==> src/rtl/debug_loader_pkg.sv <==
// Shared command bytes, FSM state encoding and helpers for the debug byte-stream loader.
package debug_loader_pkg;

  localparam logic [7:0] CMD_WR_INST = 8'h01;
  localparam logic [7:0] CMD_WR_DATA = 8'h02;
  localparam logic [7:0] CMD_RD_DATA = 8'h03;
  localparam logic [7:0] CMD_RUN     = 8'h04;
  localparam logic [7:0] CMD_HALT    = 8'h05;

  // ADDR (4 bytes) + LEN (2 bytes) following the command byte
  localparam int HDR_BYTES = 6;

  typedef enum logic [2:0] {
    IDLE,
    HDR,
    DATA,
    WRITE,
    RADDR,
    TX,
    CHK
  } state_t;

  function automatic logic is_xfer_cmd(input logic [7:0] c);
    return (c == CMD_WR_INST) || (c == CMD_WR_DATA) || (c == CMD_RD_DATA);
  endfunction

  function automatic logic [31:0] next_word_addr(input logic [31:0] a);
    return a + 32'd4;
  endfunction

endpackage

==> src/rtl/debug_loader_byte_word_packer.sv <==
// Little-endian 4-byte word assembler (push) and serializer (load/pop) sharing one register.
module byte_word_packer (
  input  logic        clk,
  input  logic        rst_n,
  input  logic        clr,
  input  logic        push,
  input  logic        load,
  input  logic        pop,
  input  logic [7:0]  byte_in,
  input  logic [31:0] word_in,
  output logic [31:0] word,
  output logic [7:0]  byte_out,
  output logic        last
);

  logic [1:0] idx;

  // First byte pushed ends up in word[7:0]; pop emits word[7:0] first.
  always_ff @(posedge clk or negedge rst_n) begin
    if (!rst_n) begin
      word <= 32'h0;
      idx  <= 2'd0;
    end else if (clr) begin
      idx <= 2'd0;
    end else if (load) begin
      word <= word_in;
      idx  <= 2'd0;
    end else if (push) begin
      word <= {byte_in, word[31:8]};
      idx  <= idx + 2'd1;
    end else if (pop) begin
      word <= {8'h00, word[31:8]};
      idx  <= idx + 2'd1;
    end
  end

  assign byte_out = word[7:0];
  assign last     = (idx == 2'd3);

endmodule

==> src/rtl/debug_loader.sv <==
// Host byte-link program loader driving the core's debug cache ports and core_hold.
// Optional per-frame XOR checksum byte enabled by defining DEBUG_LOADER_CHECKSUM_EN.
module debug_loader
  import debug_loader_pkg::*;
#(
  parameter int   RD_LATENCY    = 1,
  parameter int   LEN_W         = 16,
  parameter logic HOLD_ON_RESET = 1'b1
) (
  input  logic        CPU_CLK,
  input  logic        CPU_RST,
  input  logic [7:0]  rx_data,
  input  logic        rx_valid,
  output logic        rx_ready,
  output logic [7:0]  tx_data,
  output logic        tx_valid,
  input  logic        tx_ready,
  output logic [31:0] dbg_i_addr,
  output logic [31:0] dbg_i_wd,
  output logic [3:0]  dbg_i_we,
  output logic [31:0] dbg_d_addr,
  output logic [31:0] dbg_d_wd,
  output logic [3:0]  dbg_d_we,
  input  logic [31:0] dbg_d_rd,
  output logic        core_hold,
  output logic        busy,
  output logic        err
);

  state_t           state, state_d;
  logic [31:0]      addr;
  logic [LEN_W-1:0] cnt;
  logic [7:0]       cmd;
  logic [2:0]       hdr_idx;
  logic [7:0]       len_lo;
  logic [1:0]       lat_cnt;
  logic             suppress;
`ifdef DEBUG_LOADER_CHECKSUM_EN
  logic [7:0]       csum;
`endif

  logic        rx_acc, tx_fire, hdr_last, cnt_last, lat_done, len_zero, wr_en;
  logic        pk_clr, pk_push, pk_load, pk_pop, pk_last;
  logic [31:0] pk_word;
  logic [7:0]  pk_byte;

  assign rx_ready = (state == IDLE) || (state == HDR) || (state == DATA) || (state == CHK);
  assign rx_acc   = rx_valid & rx_ready;
  assign tx_valid = (state == TX);
  assign tx_data  = pk_byte;
  assign tx_fire  = tx_valid & tx_ready;
  assign busy     = (state != IDLE);

  assign hdr_last = (hdr_idx == 3'(HDR_BYTES - 1));
  assign cnt_last = (cnt == LEN_W'(1));
  assign lat_done = (lat_cnt == 2'(RD_LATENCY));
  assign len_zero = ({rx_data, len_lo} == 16'h0);

  assign pk_clr  = (state == IDLE) && rx_acc;
  assign pk_push = (state == DATA) && rx_acc;
  assign pk_load = (state == RADDR) && lat_done;
  assign pk_pop  = (state == TX) && tx_fire;

  byte_word_packer u_packer (
    .clk     (CPU_CLK),
    .rst_n   (CPU_RST),
    .clr     (pk_clr),
    .push    (pk_push),
    .load    (pk_load),
    .pop     (pk_pop),
    .byte_in (rx_data),
    .word_in (dbg_d_rd),
    .word    (pk_word),
    .byte_out(pk_byte),
    .last    (pk_last)
  );

  // A frame started while the core runs is consumed but never written.
  assign wr_en      = (state == WRITE) && !suppress;
  assign dbg_i_we   = (wr_en && cmd == CMD_WR_INST) ? 4'hF : 4'h0;
  assign dbg_d_we   = (wr_en && cmd == CMD_WR_DATA) ? 4'hF : 4'h0;
  assign dbg_i_addr = addr;
  assign dbg_d_addr = addr;
  assign dbg_i_wd   = pk_word;
  assign dbg_d_wd   = pk_word;

  always_ff @(posedge CPU_CLK or negedge CPU_RST) begin
    if (!CPU_RST) state <= IDLE;
    else          state <= state_d;
  end

  always_comb begin
    state_d = state;
    case (state)
      IDLE: begin
        if (rx_valid) begin
          if (is_xfer_cmd(rx_data)) state_d = HDR;
`ifdef DEBUG_LOADER_CHECKSUM_EN
          else if (rx_data == CMD_RUN || rx_data == CMD_HALT) state_d = CHK;
`endif
        end
      end
      HDR: begin
        if (rx_valid && hdr_last) begin
`ifdef DEBUG_LOADER_CHECKSUM_EN
          if (!len_zero && cmd != CMD_RD_DATA) state_d = DATA;
          else                                 state_d = CHK;
`else
          if (len_zero)                 state_d = IDLE;
          else if (cmd == CMD_RD_DATA)  state_d = RADDR;
          else                          state_d = DATA;
`endif
        end
      end
      DATA: begin
        if (rx_valid && pk_last) state_d = WRITE;
      end
      WRITE: begin
`ifdef DEBUG_LOADER_CHECKSUM_EN
        state_d = cnt_last ? CHK : DATA;
`else
        state_d = cnt_last ? IDLE : DATA;
`endif
      end
      RADDR: begin
        if (lat_done) state_d = TX;
      end
      TX: begin
        if (tx_fire && pk_last) state_d = cnt_last ? IDLE : RADDR;
      end
`ifdef DEBUG_LOADER_CHECKSUM_EN
      CHK: begin
        if (rx_valid) state_d = (cmd == CMD_RD_DATA && cnt != '0) ? RADDR : IDLE;
      end
`endif
      default: state_d = IDLE;
    endcase
  end

  always_ff @(posedge CPU_CLK or negedge CPU_RST) begin
    if (!CPU_RST) begin
      addr      <= 32'h0;
      cnt       <= '0;
      cmd       <= 8'h0;
      hdr_idx   <= 3'd0;
      len_lo    <= 8'h0;
      lat_cnt   <= 2'd0;
      suppress  <= 1'b0;
      err       <= 1'b0;
      core_hold <= HOLD_ON_RESET;
`ifdef DEBUG_LOADER_CHECKSUM_EN
      csum      <= 8'h0;
`endif
    end else begin
      case (state)
        IDLE: begin
          if (rx_acc) begin
            err     <= 1'b0;
            cmd     <= rx_data;
            hdr_idx <= 3'd0;
`ifdef DEBUG_LOADER_CHECKSUM_EN
            csum    <= rx_data;
`endif
            if (is_xfer_cmd(rx_data)) begin
              suppress <= ~core_hold;
              if (!core_hold) err <= 1'b1;
            end else if (rx_data == CMD_RUN) begin
`ifndef DEBUG_LOADER_CHECKSUM_EN
              core_hold <= 1'b0;
`endif
            end else if (rx_data == CMD_HALT) begin
`ifndef DEBUG_LOADER_CHECKSUM_EN
              core_hold <= 1'b1;
`endif
            end else begin
              err <= 1'b1;
            end
          end
        end
        HDR: begin
          if (rx_acc) begin
            hdr_idx <= hdr_idx + 3'd1;
`ifdef DEBUG_LOADER_CHECKSUM_EN
            csum    <= csum ^ rx_data;
`endif
            if (hdr_idx < 3'd4)       addr   <= {rx_data, addr[31:8]};
            else if (hdr_idx == 3'd4) len_lo <= rx_data;
            else                      cnt    <= LEN_W'({rx_data, len_lo});
          end
        end
        DATA: begin
`ifdef DEBUG_LOADER_CHECKSUM_EN
          if (rx_acc) csum <= csum ^ rx_data;
`endif
        end
        WRITE: begin
          addr <= next_word_addr(addr);
          cnt  <= cnt - LEN_W'(1);
        end
        RADDR: begin
          lat_cnt <= lat_done ? 2'd0 : lat_cnt + 2'd1;
        end
        TX: begin
          if (tx_fire && pk_last) begin
            addr <= next_word_addr(addr);
            cnt  <= cnt - LEN_W'(1);
          end
        end
`ifdef DEBUG_LOADER_CHECKSUM_EN
        // A corrupted frame must never release the core.
        CHK: begin
          if (rx_acc) begin
            if (rx_data != csum) begin
              err       <= 1'b1;
              core_hold <= 1'b1;
            end else if (cmd == CMD_RUN) begin
              core_hold <= 1'b0;
            end else if (cmd == CMD_HALT) begin
              core_hold <= 1'b1;
            end
          end
        end
`endif
        default: ;
      endcase
    end
  end

endmodule

==> config.mk <==
export PLATFORM = sky130hd
export DESIGN_NAME = debug_loader
export DESIGN_NICKNAME = d
export VERILOG_FILES = /design/src/rtl/debug_loader_pkg.sv /design/src/rtl/debug_loader_byte_word_packer.sv /design/src/rtl/debug_loader.sv
export SDC_FILE = /design/constraint.sdc
export NUM_CORES = 1
export LEC_CHECK = 0
export CAP_MARGIN = 10
export CORE_MARGIN = 2
export CORE_UTILIZATION = 52
export CTS_CLUSTER_SIZE = 16
export DETAILED_ROUTE_END_ITERATION = 10
export PLACE_DENSITY = 0.95
export SLEW_MARGIN = 20
export SYNTH_ARGS = -nofsm -noshare
export SYNTH_HDL_FRONTEND = slang
export SYNTH_SLANG_ARGS = --single-unit
==> constraint.sdc <==
create_clock -name CPU_CLK -period 3.45 [get_ports CPU_CLK]
set_clock_uncertainty 0.2 [all_clocks]
set_input_delay 0.345 -clock CPU_CLK [delete_from_list [all_inputs] [get_ports CPU_CLK]]
set_output_delay 0.345 -clock CPU_CLK [all_outputs]
set_load 0.02 [all_outputs]
## After elaboration in Yosys (flattened, before gate mapping)

Cells that the tools add are included.

- Add/subtract/negate cells: 5
- Magnitude comparators: 1
- Mux-type cells: 39
- Reductions and logical operators: 33
- Bitwise operators: 6
- Equal/unequal tests: 30

Operator list:

| kind | number |
|---|---|
| $mux 32 | 6 |
| $pmux 32 s3 | 1 |
| $mux 16 | 4 |
| $pmux 16 s3 | 1 |
| $mux 3 | 11 |
| $add 32x3->32 const B | 1 |
| $eq 8x2->1 const B | 4 |
| $pmux 3 s6 | 1 |
| $eq 16x1->1 const B | 1 |
| $eq 8x1->1 const B | 2 |
| $eq 8x3->1 const B | 2 |
| $logic_not 16->1 | 1 |
| $sub 16x1->16 const B | 1 |
| $eq 3x3->1 const B | 5 |
| $mux 2 | 6 |
| $ne 2x2->1 const B | 6 |
| $reduce_and 4->1 | 3 |
| $logic_and 1x1->1 | 10 |
| $ne 2x1->1 const B | 5 |
| $reduce_bool 3->1 | 3 |
| $mux 4 | 2 |
| $eq 3x2->1 const B | 2 |
| $mux 1 | 6 |
| $pmux 3 s2 | 1 |
| other kinds (17) | 29 |

- Word-level logic and storage cells: 126
- Input bits: 44
- Register bits: 109
- Output and inout port bits: 149

## Longest topological paths before layout

Gate-level depths: netlist of the first run.

- Word-level depth: 9
- Mapped depth: 9
- Depth with buffers taken out: 7

## Cells and area by module

From an unflattened synthesis of the first run, not the netlist that was laid out.

- Cells, all modules: 692
- Area total of the unflattened synthesis: 6693.9 sq um

By module, submodules not included:

| module | times used | seq. area each (sq um) | cells an instance | area each (sq um) |
|---|---|---|---|---|
| debug_loader | 1 | 1878.1 | 567 | 4923.5 |
| byte_word_packer | 1 | 850.8 | 125 | 1770.4 |

## Least setup slack after synthesis of the first run

No wires, ideal clock.

- Path kind: register to output
- Start: reg state[2]
- End: out dbg_d_we[1]
- Slack: 975 ps
- Buffers on the path: 2
- Required time: 2905 ps
- Cell stages (with the launch flop): 7
- Arrival time: 1930 ps
- Cell sequence: dfrtp_1 -> buf_4 -> nand2b_1 -> nor3_1 -> nand3_1 -> nor3b_1 -> buf_4

- Cells in the longest elaborated chain, start to end: 4

Ends and longest elaborated chain:

| what | line | RTL |
|---|---|---|
| start, declared | debug_loader.sv:30 | `state_t state, state_d;` |
| start signal, assigned | debug_loader.sv:89 | `else state <= state_d;` |
| $eq 3x2->1 | debug_loader.sv:79 | `assign wr_en = (state == WRITE) && !suppress;` |
| $logic_and 1x1->1 | debug_loader.sv:79 |  |
| $logic_and 1x1->1 | debug_loader.sv:81 | `assign dbg_d_we = (wr_en && cmd == CMD_WR_DATA) ? 4'hF : 4'h0;` |
| $mux 4 | debug_loader.sv:81 |  |
| end, declared | debug_loader.sv:23 | `output logic [3:0] dbg_d_we,` |

Every way passes these cells.

## Final worst setup path of the first run

- Start: reg cmd[3]
- End: out dbg_d_we[2]

- Cells in the longest elaborated chain, start to end: 3

Ends and longest elaborated chain:

| what | line | RTL |
|---|---|---|
| start, declared | debug_loader.sv:33 | `logic [7:0] cmd;` |
| start signal, assigned | debug_loader.sv:159 | `cmd <= rx_data;` |
| $eq 8x2->1 | debug_loader.sv:81 |  |
| $logic_and 1x1->1 | debug_loader.sv:81 |  |
| $mux 4 | debug_loader.sv:81 |  |

Every way passes these cells.

==> impl_metrics.toml, run 1 <==
[status]
status = "complete, no violations"

[routing]
post_drt_via_cell_ratio = 6.112
ant_nets = 0
firstDrtPassIters = 8
dr_total_vias = 6198
wirelength_mm = 18.95
drt_iter0_drc = 842
drt-wirelength-per-cell_um = 18.69
route.detailed.drc = 0

[worst_setup_path]
path_depth = 4
path_class = "reg2out"
required_ns = 2.90
cp-end-kind = "output port"
path_cells = "nor4_1 -> nand3_1 -> nor3b_1 -> clkdlybuf4s50_1"
cp-start-kind = "flip-flop"
endpoint = "dbg_d_we[2]"
reg2reg_to = "dbg_d_addr[28]$_DFFE_PN0P_"
r2r_cells = 6
rrSetupSlack_ns = 0.72
cp_num_buf_inv = 1
r2r-start = "state[1]$_DFFE_PN0P_"
critPathArrivalTime_ns = 2.45
critPathSlowestCell = "clkdlybuf4s50_1"
cp_slowest_stage_delay_ns = 0.70
cp-startpoint = "cmd[3]$_DFFE_PN0P_"
crit_path_max_fanout = 4
critPathTopFamily = "simple AND/OR/NAND/NOR gates"

[floorplan]
coreArea_um2 = 12470
design.die.area_um2 = 13570
rows = 41
die_y_um = 116.5
chipWidth_um = 116.5
initial_core_util_pct = 52.79
io_pins = 193

[clocking]
cts.clk_slew.worst_paths_ns = 0.07
ctsResizeCount = 0
clkSinkCount = 109
cts-root-buf = "clkbuf_16"
cts_tree = "yes"
htree_num_levels = 3
clockBufferDepth = 2
numCtsBuffers = 9
clk_latency_ns = 0.36

[finish]
final_core_util_pct = 67.51
n_antenna_cell = 0
nets = 888
syn_to_final_growth_pct = 27.90
layout-drive-gt1-share_pct = 8.076

[place]
pre_cts_ws_ns = 0.6687
gp_routability_congestion = 0.8894
numPortBuffers = 192
dp_hpwl_mm = 13.24

[logic_synthesis]
synth-edff-count = 0
synth_nets = 781
ys.warnings.count = 0
synth_flop_cell = "dfrtp_1"
ys_ff_latch = 109
postSynthAreaPerCell_um2 = 9.014
synth_cells = 730
synth_area_leader_cell = "dfrtp_1"
synthArstFlopShare_pct = 100.0
syn_area_um2 = 6580
synth.most_common_cell = "dfrtp_1"
yosysSeqAreaShare_pct = 41.47
ys_types = 69
netlist.area_leader.share_pct = 41.07
yosys-top-cells-count = "dfrtp_1 (108), buf_4 (79), a21oi_1 (70)"
netlist_top_cells_area = "dfrtp_1 (41%), buf_4 (9.0%), a21oi_1 (5.3%)"

[sta]
timing.final.crit_share_pct = 86.69
hold_viol = 0
slew_viol_final = 0
max_slew_margin_pct = 27.78
post-route-min-period_ns = 2.991
setup-violations-final = 0
fin_ws_ns = 0.4591
fmax_ghz = 0.3343
rsz0062_at_grt = "false"
worst_pin_slew_ns = 1.079
tns_ns = 0

[worst_hold_path]
min_from = "lat_cnt[0]$_DFFE_PN0P_"
min_path_cells = 1
hp-class = "reg2reg"

[grt]
grt_start_max_net_pins = 68
grt_pass1_vias = 5745
grt_usage_pct = 27.68
overflow = 0
antenna_found_initial = 0
grt_pass1_wl_mm = 29.46

[pwr]
p_leak_nw = 3.503
vdd_drop_max_uv = 492.0
power.total_mw = 8.657
powerDensity_nw_per_um2 = 1029

[run]
drv_cap = 0
[cells by family after synthesis]
family                     synth area share [%]
muxes                                     7.092
AOI/OAI and AO/OA                         18.05
DFF                                       41.47
xor gates and xnor gates                 0.1331
and+or+nand+nor                           19.36
adders and majority gates                 1.331
buffers and inverters                     12.57
[how the worst min path moves through the flow]
stage | to | slack (ns)
6_report | lat_cnt[1]$_DFFE_PN0P_ | 0.31
3_3_place_gp | suppress$_DFFE_PN0P_ | 0.27
2_1_floorplan | cmd[0]$_DFFE_PN0P_ | -0.15
5_1_grt | lat_cnt[1]$_DFFE_PN0P_ | 0.33
4_1_cts | lat_cnt[1]$_DFFE_PN0P_ | 0.31
3_5_place_dp | suppress$_DFFE_PN0P_ | 0.27
[power by group]
group	switching (mW)	internal, mW
clock	0.482	0.528
sequential	0.823	1.88
combinational	2.64	2.31
[stage by stage]
step / area [um^2] / hold slack, ns / cells
floorplan: 6580 / -0.1506 / 730
global placement: 8125 / 0.2711 / 997
detailed placement: 8125 / 0.2725 / 997
CTS: 8416 / 0.3061 / 1014
global route: 8416 / 0.3315 / 1014
finish: 8416 / 0.3092 / 1014
[state kept, by name, summed over array words and instances, names as in the netlist]
signal         cells
cmd                8
suppress           1
dbg_d_addr        32
state              3
u_packer.word     32
lat_cnt            2
cnt               16
len_lo             8
u_packer.idx       2
core_hold          1
err                1
hdr_idx            3
[repair_timing]
| action | CTS | global route |
|---|---|---|
| setup buffers | 0 | 0 |
| hold buffers | 1 | 0 |
| endpoints found under the hold margin | 65 | 0 |
[cell usage in the layout, fill, tap and decap left out, types with 4 or more instances in the layout]
cell type / netlist / layout
a22oi_1: 12 / 12
ha_1: 7 / 7
dfrtp_1: 108 / 108
and2_1: 7 / 7
buf_4: 79 / 19
o21ai_0: 41 / 41
o21a_1: 9 / 9
nor3_1: 21 / 21
nor3b_1: 7 / 7
nor4_1: 11 / 11
clkbuf_16: 0 / 9
a21oi_1: 70 / 69
a211oi_1: 4 / 4
mux2i_1: 26 / 26
o22ai_1: 6 / 6
o22a_1: 7 / 7
nor2_1: 69 / 69
nand3_1: 29 / 29
inv_1: 13 / 13
clkdlybuf4s50_1: 0 / 191
nand2_1: 51 / 51
or3_1: 8 / 8
and3_1: 9 / 9
a31oi_1: 11 / 11
nand4_1: 11 / 11
mux2_2: 17 / 17
[per-layer routing]
metal | GRT usage, % | vias up | part of all wire [%]
met3 | 5.605 | 71 | 8.0
met2 | 43.60 | 372 | 49
met4 | 13.02 | 0 | 3.4
li1 | - | 2792 | -
met5 | 0 | - | 0
met1 | 36.88 | 2963 | 40
[final cells by class]
class | count | area [um^2]
multi-input cells | 492 | 3058
well taps | 172 | 215.2
fillers | 919 | 4050
flip-flops and latches | 109 | 2729
clock inverters | 4 | 23.77
inverters | 13 | 48.80
repair buffers | 212 | 2085
clock buffers | 12 | 256.5
No activity file was read; power rests on OpenSTA's default activity.
==> inputs of run 2 (changes only) <==
PLACE_DENSITY = 0.87   (was 0.95)
==> run 2 against run 1 <==
Setup slack got worse by 0.19 ns. Wire length shrank 2.5%. Power rose by 2.2%. Die area is the same. Clock-buffer cell count decreased by 3. First-iteration DRC count shrank 35%. Critical path type unchanged. Final cell count hardly changed. Non-clock buffer count is 1 higher. Highest routed layer unchanged. Critical path depth is 1 higher. Register-to-register slack improved by 0.08 ns. Flip-flop and latch count unchanged. Sequential power barely moved.
==> impl_metrics.toml, run 2 (same netlist as run 1, synthesis figures left out) <==
[clocking]
cts_tree = "yes"
cts-root-buf = "clkbuf_16"
clk_latency_ns = 0.36
clkSinkCount = 109
htree_num_levels = 3
numCtsBuffers = 9
clockBufferDepth = 2
postCtsSetupRepairBufs = 0
cts.clk_slew.worst_paths_ns = 0.08

[grt]
antenna_found_initial = 0
grt_usage_pct = 26.84
grt_pass1_vias = 5591
grt_pass1_wl_mm = 28.50
overflow = 0
grt_start_max_net_pins = 67

[worst_setup_path]
cp-end-kind = "output port"
critPathArrivalTime_ns = 2.63
cp-start-kind = "flip-flop"
required_ns = 2.90
crit_path_max_fanout = 19
r2r_cells = 6
path_class = "reg2out"

[floorplan]
rows = 41
initial_core_util_pct = 52.79
die_y_um = 116.5
chipWidth_um = 116.5
coreArea_um2 = 12470
design.die.area_um2 = 13570
io_pins = 193

[place]
gp_routability_congestion = 0.8968
pre_cts_ws_ns = 0.5339
dp_hpwl_mm = 13.24
numPortBuffers = 192

[finish]
n_antenna_cell = 0
fillCellCount = 980
mostFrequentLayoutCells = "clkdlybuf4s50_1 (191), dfrtp_1 (108), nor2_1 (69), a21oi_1 (69), nand2_1 (51)"
layout_commonest_cell = "clkdlybuf4s50_1"
layout-drive-gt1-share_pct = 8.541
nets = 889
syn_to_final_growth_pct = 29.17

[routing]
routed.top_layer = "met4"
drt-wirelength-per-cell_um = 18.21
wirelength_mm = 18.48
dr_total_vias = 6073
ant_nets = 0
route.detailed.drc = 0
dr_wl_met3_mm = 1.075
firstDrtPassIters = 5
m1WireLength_mm = 7.699
post_drt_via_cell_ratio = 5.983
wl_met2_mm = 9.170
drt_iter0_drc = 549

[sta]
timing.final.crit_share_pct = 92.08
slew_viol_final = 0
tns_ns = 0
fin_ws_ns = 0.2731
rsz0062_at_grt = "false"
setup-violations-final = 0
max_slew_margin_pct = 50.15
worst_pin_slew_ns = 0.7478
fmax_ghz = 0.3148
hold_viol = 0
post-route-min-period_ns = 3.177

[pwr]
powerDensity_nw_per_um2 = 1041
power.total_mw = 8.844
vdd_drop_max_uv = 564.4
p_leak_nw = 3.537

[worst_hold_path]
min_path_cells = 1
hp-class = "reg2reg"

[run]
drv_cap = 0

[status]
status = "complete, no violations"
==> run 2: changes by cell type in the layout (fill, tap and decap cells not counted), sizes merged <==
| cell | delta |
|---|---|
| buf | +1 |
| clkbuf | -3 |
| clkinv | -1 |
| inv | +1 |
| bufinv | +3 |
==> run 2: worst paths after layout <==
kind	start	to	slack, ns
max	state[1]$_DFFE_PN0P_	dbg_d_we[3]	0.27
max reg2reg	state[2]$_DFFE_PN0P_	dbg_d_addr[28]$_DFFE_PN0P_	0.80
min reg2reg	lat_cnt[0]$_DFFE_PN0P_	lat_cnt[1]$_DFFE_PN0P_	0.29
min	lat_cnt[0]$_DFFE_PN0P_	lat_cnt[1]$_DFFE_PN0P_	0.29
max in group asynchronous	CPU_RST	u_packer.word[1]$_DFFE_PN0P_	1.83
min in group asynchronous	CPU_RST	cnt[12]$_DFFE_PN0P_	0.39
==> run 2: worst max-delay path: stages (launching register included) <==
cell	delay, ns
dfrtp_1	0.64
nand2b_1	0.14
nor3_1	0.25
nand3_1	0.24
nor3b_2	0.33
clkdlybuf4s50_1	0.67
==> run 2: per-stage QoR <==
step / hold WS, ns / util, % / std cells / cell area (um^2)
2_1_floorplan: -0.1506 / - / 730 / 6580
3_3_place_gp: 0.2555 / 65.24 / 998 / 8133
3_5_place_dp: 0.2536 / 65.24 / 998 / 8133
4_1_cts: 0.2936 / 68.10 / 1015 / 8489
5_1_grt: 0.3204 / 68.18 / 1015 / 8499
6_report: 0.2900 / 68.18 / 1015 / 8499
==> run 2: power breakdown <==
part	total, mW	internal, mW	switching, mW
Sequential	2.72	1.88	0.842
Combinational	4.90	2.31	2.59
Clock	1.22	0.714	0.504
==> run 2: metal layers <==
| metal | vias to the layer above | GRT usage (%) |
|---|---|---|
| li1 | 2798 | - |
| met1 | 2979 | 35.73 |
| met2 | 253 | 43.68 |
| met3 | 43 | 4.255 |
| met4 | 0 | 11.59 |
| met5 | - | 0 |
==> run 2: final cells by class <==
type | instances | area, um^2 | area share (%)
Inverter | 13 | 48.80 | 0.5741
Sequential cell | 109 | 2729 | 32.11
Clock buffer | 9 | 225.2 | 2.650
Clock inverter | 7 | 121.4 | 1.428
Timing Repair Buffer | 213 | 2092 | 24.61
Multi-Input combinational cell | 492 | 3068 | 36.10
Tap cell | 172 | 215.2 | 2.532
==> run 2: timing repair <==
| item | in CTS | in global routing |
|---|---|---|
| hold buffers | 1 | 0 |
| endpoints found under the setup margin | 0 | 8 |
| resized for setup | 0 | 2 |
| endpoints found under the hold margin | 51 | 0 |
